==> config.mk <==
export PLATFORM = sky130hd
export DESIGN_NAME = bram_port_arbiter
export DESIGN_NICKNAME = d
export VERILOG_FILES = /design/src/rtl/bram_port_arbiter.sv
export SDC_FILE = /design/constraint.sdc
export NUM_CORES = 1
export LEC_CHECK = 0
export CORE_MARGIN = 5
export CORE_UTILIZATION = 31
export CTS_BUF_LIST = sky130_fd_sc_hd__clkbuf_2
export DETAILED_ROUTE_END_ITERATION = 8
export PLACE_DENSITY = 0.83
export SYNTH_ARGS = -nofsm -noshare
export SYNTH_HDL_FRONTEND = slang
export SYNTH_SLANG_ARGS = --single-unit
==> constraint.sdc <==
create_clock -name clk -period 1.5 [get_ports clk]
set_input_delay 0.15 -clock clk [delete_from_list [all_inputs] [get_ports clk]]
set_output_delay 0.15 -clock clk [all_outputs]
set_load 0.02 [all_outputs]
==> src/rtl/bram_port_arbiter.sv <==
// Two-requester arbiter for a simple dual-port BRAM: the write port (A) and the
// read port (B) each carry their own round-robin priority bit.
module bram_port_arbiter #(
   parameter int DATA_WIDTH = 8,
   parameter int ADDR_WIDTH = 10
) (
   input  logic                  clk,
   input  logic                  rst,
   input  logic                  rq0_valid,
   input  logic                  rq0_we,
   input  logic [ADDR_WIDTH-1:0] rq0_addr,
   input  logic [DATA_WIDTH-1:0] rq0_wdata,
   output logic                  rq0_ready,
   output logic                  rq0_rsp_valid,
   output logic [DATA_WIDTH-1:0] rq0_rsp_rdata,
   input  logic                  rq1_valid,
   input  logic                  rq1_we,
   input  logic [ADDR_WIDTH-1:0] rq1_addr,
   input  logic [DATA_WIDTH-1:0] rq1_wdata,
   output logic                  rq1_ready,
   output logic                  rq1_rsp_valid,
   output logic [DATA_WIDTH-1:0] rq1_rsp_rdata,
   output logic                  bram_we_a,
   output logic [ADDR_WIDTH-1:0] bram_addr_a,
   output logic [DATA_WIDTH-1:0] bram_din_a,
   output logic [ADDR_WIDTH-1:0] bram_addr_b,
   input  logic [DATA_WIDTH-1:0] bram_dout_b
);

   logic                  wr_c0, wr_c1, rd_c0, rd_c1;
   logic                  wr_g0, wr_g1, rd_g0, rd_g1;
   logic                  wr_prio, rd_prio;
   logic [ADDR_WIDTH-1:0] addr_b_p1;
   logic                  rsp_vld0_p1, rsp_vld1_p1;

   // Grant decode: a prio bit of 0 favours requester 0; nothing is granted in reset.
   always_comb begin
      wr_c0 = rq0_valid & rq0_we;
      wr_c1 = rq1_valid & rq1_we;
      rd_c0 = rq0_valid & ~rq0_we;
      rd_c1 = rq1_valid & ~rq1_we;
      wr_g0 = ~rst & wr_c0 & (~wr_c1 | ~wr_prio);
      wr_g1 = ~rst & wr_c1 & (~wr_c0 | wr_prio);
      rd_g0 = ~rst & rd_c0 & (~rd_c1 | ~rd_prio);
      rd_g1 = ~rst & rd_c1 & (~rd_c0 | rd_prio);
   end

   assign rq0_ready   = wr_g0 | rd_g0;
   assign rq1_ready   = wr_g1 | rd_g1;

   assign bram_we_a   = wr_g0 | wr_g1;
   assign bram_addr_a = wr_g1 ? rq1_addr  : rq0_addr;
   assign bram_din_a  = wr_g1 ? rq1_wdata : rq0_wdata;
   assign bram_addr_b = rd_g0 ? rq0_addr : (rd_g1 ? rq1_addr : addr_b_p1);

   // Responses owed across a reset assertion are masked here, not just cleared at the edge.
   assign rq0_rsp_valid = rsp_vld0_p1 & ~rst;
   assign rq1_rsp_valid = rsp_vld1_p1 & ~rst;
   assign rq0_rsp_rdata = bram_dout_b;
   assign rq1_rsp_rdata = bram_dout_b;

   // Stage p1: priority update, read-address hold and response valid.
   always_ff @(posedge clk) begin
      if (rst) begin
         wr_prio     <= 1'b0;
         rd_prio     <= 1'b0;
         addr_b_p1   <= '0;
         rsp_vld0_p1 <= 1'b0;
         rsp_vld1_p1 <= 1'b0;
      end else begin
         if (wr_g0)
            wr_prio <= 1'b1;
         else if (wr_g1)
            wr_prio <= 1'b0;
         if (rd_g0)
            rd_prio <= 1'b1;
         else if (rd_g1)
            rd_prio <= 1'b0;
         if (rd_g0 | rd_g1)
            addr_b_p1 <= bram_addr_b;
         rsp_vld0_p1 <= rd_g0;
         rsp_vld1_p1 <= rd_g1;
      end
   end

endmodule

==> impl_metrics.py <==
metrics = {
    "run_status": {
        "status": "complete, but fails checks",
        "violations": "setup timing",
    },
    "sta": {
        "whs_ns": 0.300,
        "timing.final.crit_share_pct": 123,
        "maxSlewHeadroom_pct": 75.0,
        "tns_ns": -5.84,
        "setup_viol": 34,
        "hold_viol_final": 0,
        "slew_viol_final": 0,
        "max_freq_mhz": 542,
        "fin_crit_ns": 1.85,
        "finClkSkew_ns": 0.00724,
        "grt_setup_unrepaired": "true",
        "worst_pin_slew_ns": 0.375,
        "postLayoutSetupSlackWorst_ns": -0.347,
    },
    "die": {
        "rows": 21,
        "fp.dieH_um": 67.8,
        "io_pins": 99,
        "dieArea_um2": 4600,
        "die_width_um": 67.8,
        "core_area_um2": 3280,
        "initial_core_util_pct": 31.5,
    },
    "routing": {
        "drt_iter0_drc": 61,
        "vias": 1205,
        "viasPerCell": 4.78,
        "antenna_left": 0,
        "routed_wl_mm": 3.85,
        "drcViolationCount": 0,
        "drt_first_pass_iters": 4,
        "routedWlPerCell_um": 15.3,
    },
    "synthesis": {
        "ys_seq_area_share_pct": 27.1,
        "syn_area_per_cell_um2": 8.85,
        "synthTopCellsByArea": "dfxtp_1, mux2_1, buf_4",
        "syn_inst": 117,
        "synth.cell_area_um2": 1040,
        "yosysWarnings": 0,
        "synth_area_leader_cell": "dfxtp_1",
        "synth_top_area_share_pct": 27.1,
        "synth_seq_cells": 14,
        "syn_nets": 167,
        "synth_cell_types": 23,
    },
    "clock_network": {
        "cts_made_buffers": 3,
        "insertion_delay_ns": 0.27,
        "cts.sinks": 14,
        "cts_buffer_depth": 2,
        "cts_tree": "done",
        "htree_levels": 1,
        "root_buffer": "clkbuf_2",
        "clk_pin_slew_worst_paths_ns": 0.13,
        "cts_hold_buf": 0,
    },
    "pwr": {
        "leakagePower_uw": 0.00105,
        "p_int_uw": 783,
        "switching_share_pct": 31.9,
        "ir_drop_mv": 0.332,
        "pwr-share-comb_pct": 51.3,
        "seqPwrFrac_pct": 34.2,
        "clockPowerShare_pct": 14.5,
        "power_density_nw_per_um2": 544,
        "p_sw_uw": 367,
    },
    "worst_setup_path": {
        "critPathKind": "reg -> out",
        "cp.required_ns": 1.35,
        "end_kind": "output port",
        "worst_setup_path_start_kind": "register",
        "crit_arrival_ns": 1.70,
        "cp_max_fo": 6,
    },
    "hold_path": {
        "min_path_type": "in -> out",
    },
    "run": {
        "drv_cap": 0,
    },
    "layout": {
        "antenna_cells": 0,
        "drive_above_1_share_pct": 50.5,
        "layout.cells.most_common": "clkdlybuf4s50_1",
        "final_area_um2": 2110,
        "nets": 258,
        "final_cell_mix": "clkdlybuf4s50_1, buf_6, buf_4",
        "syn_to_final_growth_pct": 104,
    },
    "grt": {
        "grt_pass1_wl_mm": 5.74,
        "first_global_vias": 1329,
        "antenna_found_initial": 0,
        "grt_overflow": 0,
        "grt_usage_pct": 16.1,
        "grt_max_degree": 11,
    },
    "place": {
        "hpwl_mm": 2.78,
        "portBuffers": 74,
        "dp_worst_setup_slack_ns": -0.818,
        "place_area_um2": 1810,
        "gp_congestion": 0.685,
    },
}
==> through the flow <==
stage	util, %	cells	power (uW)
6_report	64.4	252	1150
5_1_grt	64.4	252	1210
4_1_cts	62.5	246	1130
3_5_place_dp	55.2	233	887
3_3_place_gp	55.2	233	878
2_1_floorplan	-	117	662
==> Yosys cell counts <==
cell type	instances
a311oi_4	1
mux2_1	18
a21oi_1	1
buf_4	16
buf_2	4
a222oi_1	10
buf_6	2
nand2_1	5
nor3b_2	1
a311o_1	1
nor3_1	10
dfxtp_1	14
clkbuf_1	1
nand2b_1	2
nand2b_4	1
nand3b_1	1
nor2_1	12
o21ai_1	1
nor2b_1	2
a21o_1	1
inv_1	11
nor3_2	1
nand2b_2	1
==> layout make-up <==
type	instances	area (um2)
multi-input combinational	69	686
tap	46	57.6
timing repair buffer	109	1030
inverter	11	41.3
fill	282	1170
sequential	14	285
clock buffer	3	15.0
==> final timing paths <==
kind	slack, ns	endpoint	startpoint	cells after the start
min reg2reg	0.50	addr_b_p1[4]	addr_b_p1[4]	2
max	-0.35	bram_addr_b[2]	rd_prio	6
min	0.30	rq0_rsp_rdata[0]	bram_dout_b[0]	0
max reg2reg	-0.19	addr_b_p1[0]	rd_prio	9
==> power by group through the flow <==
stage                     logic, uW  registers [uW]  clock network [uW]
after floorplan                 264             398                   0
after global placement          479             399                   0
after detailed placement        487             400                   0
after CTS                       570             393                 171
after global routing            627             394                 184
final                           590             393                 167
==> metal layers <==
| metal | vias up | wire [um] | part of all wire, % | GRT usage (%) |
|---|---|---|---|---|
| li1 | 580 | - | - | - |
| met1 | 561 | 1360 | 35 | 16.4 |
| met2 | 60 | 1960 | 51 | 30.0 |
| met3 | 4 | 504 | 13 | 5.91 |
| met4 | 0 | 27 | 0.70 | 5.71 |
| met5 | - | 0 | 0 | 0 |
==> worst max-delay path: stages, from the launching register on <==
cell      delay [ns]
dfxtp_4         0.39
nor3b_4         0.19
nor3_2          0.08
buf_4           0.16
a222oi_1        0.38
inv_1           0.07
buf_2           0.17
==> flip-flops by register name, indices dropped and copies added, names as in the netlist <==
signal and cells:
rsp_vld1_p1 1, addr_b_p1 10, rsp_vld0_p1 1, wr_prio 1, rd_prio 1
==> what timing repair did <==
action                                  in CTS  in global routing
gates cloned                                 0                  0
setup buffers                               13                  6
endpoints found under the setup margin      40                 40
resized for setup                          218                  6
pin swaps                                   18                  8
==> kinds of logic (layout without fill, tap and decap cells) <==
group	after synthesis	in the layout	share of synthesized area, %
DFF	14	14	27.1
buffers and inverters	34	123	20.0
and+or+nand+nor	36	36	18.5
muxes	18	18	19.6
AOI/OAI and AO/OA	15	15	14.9
Power figures use the tool's default switching activity.
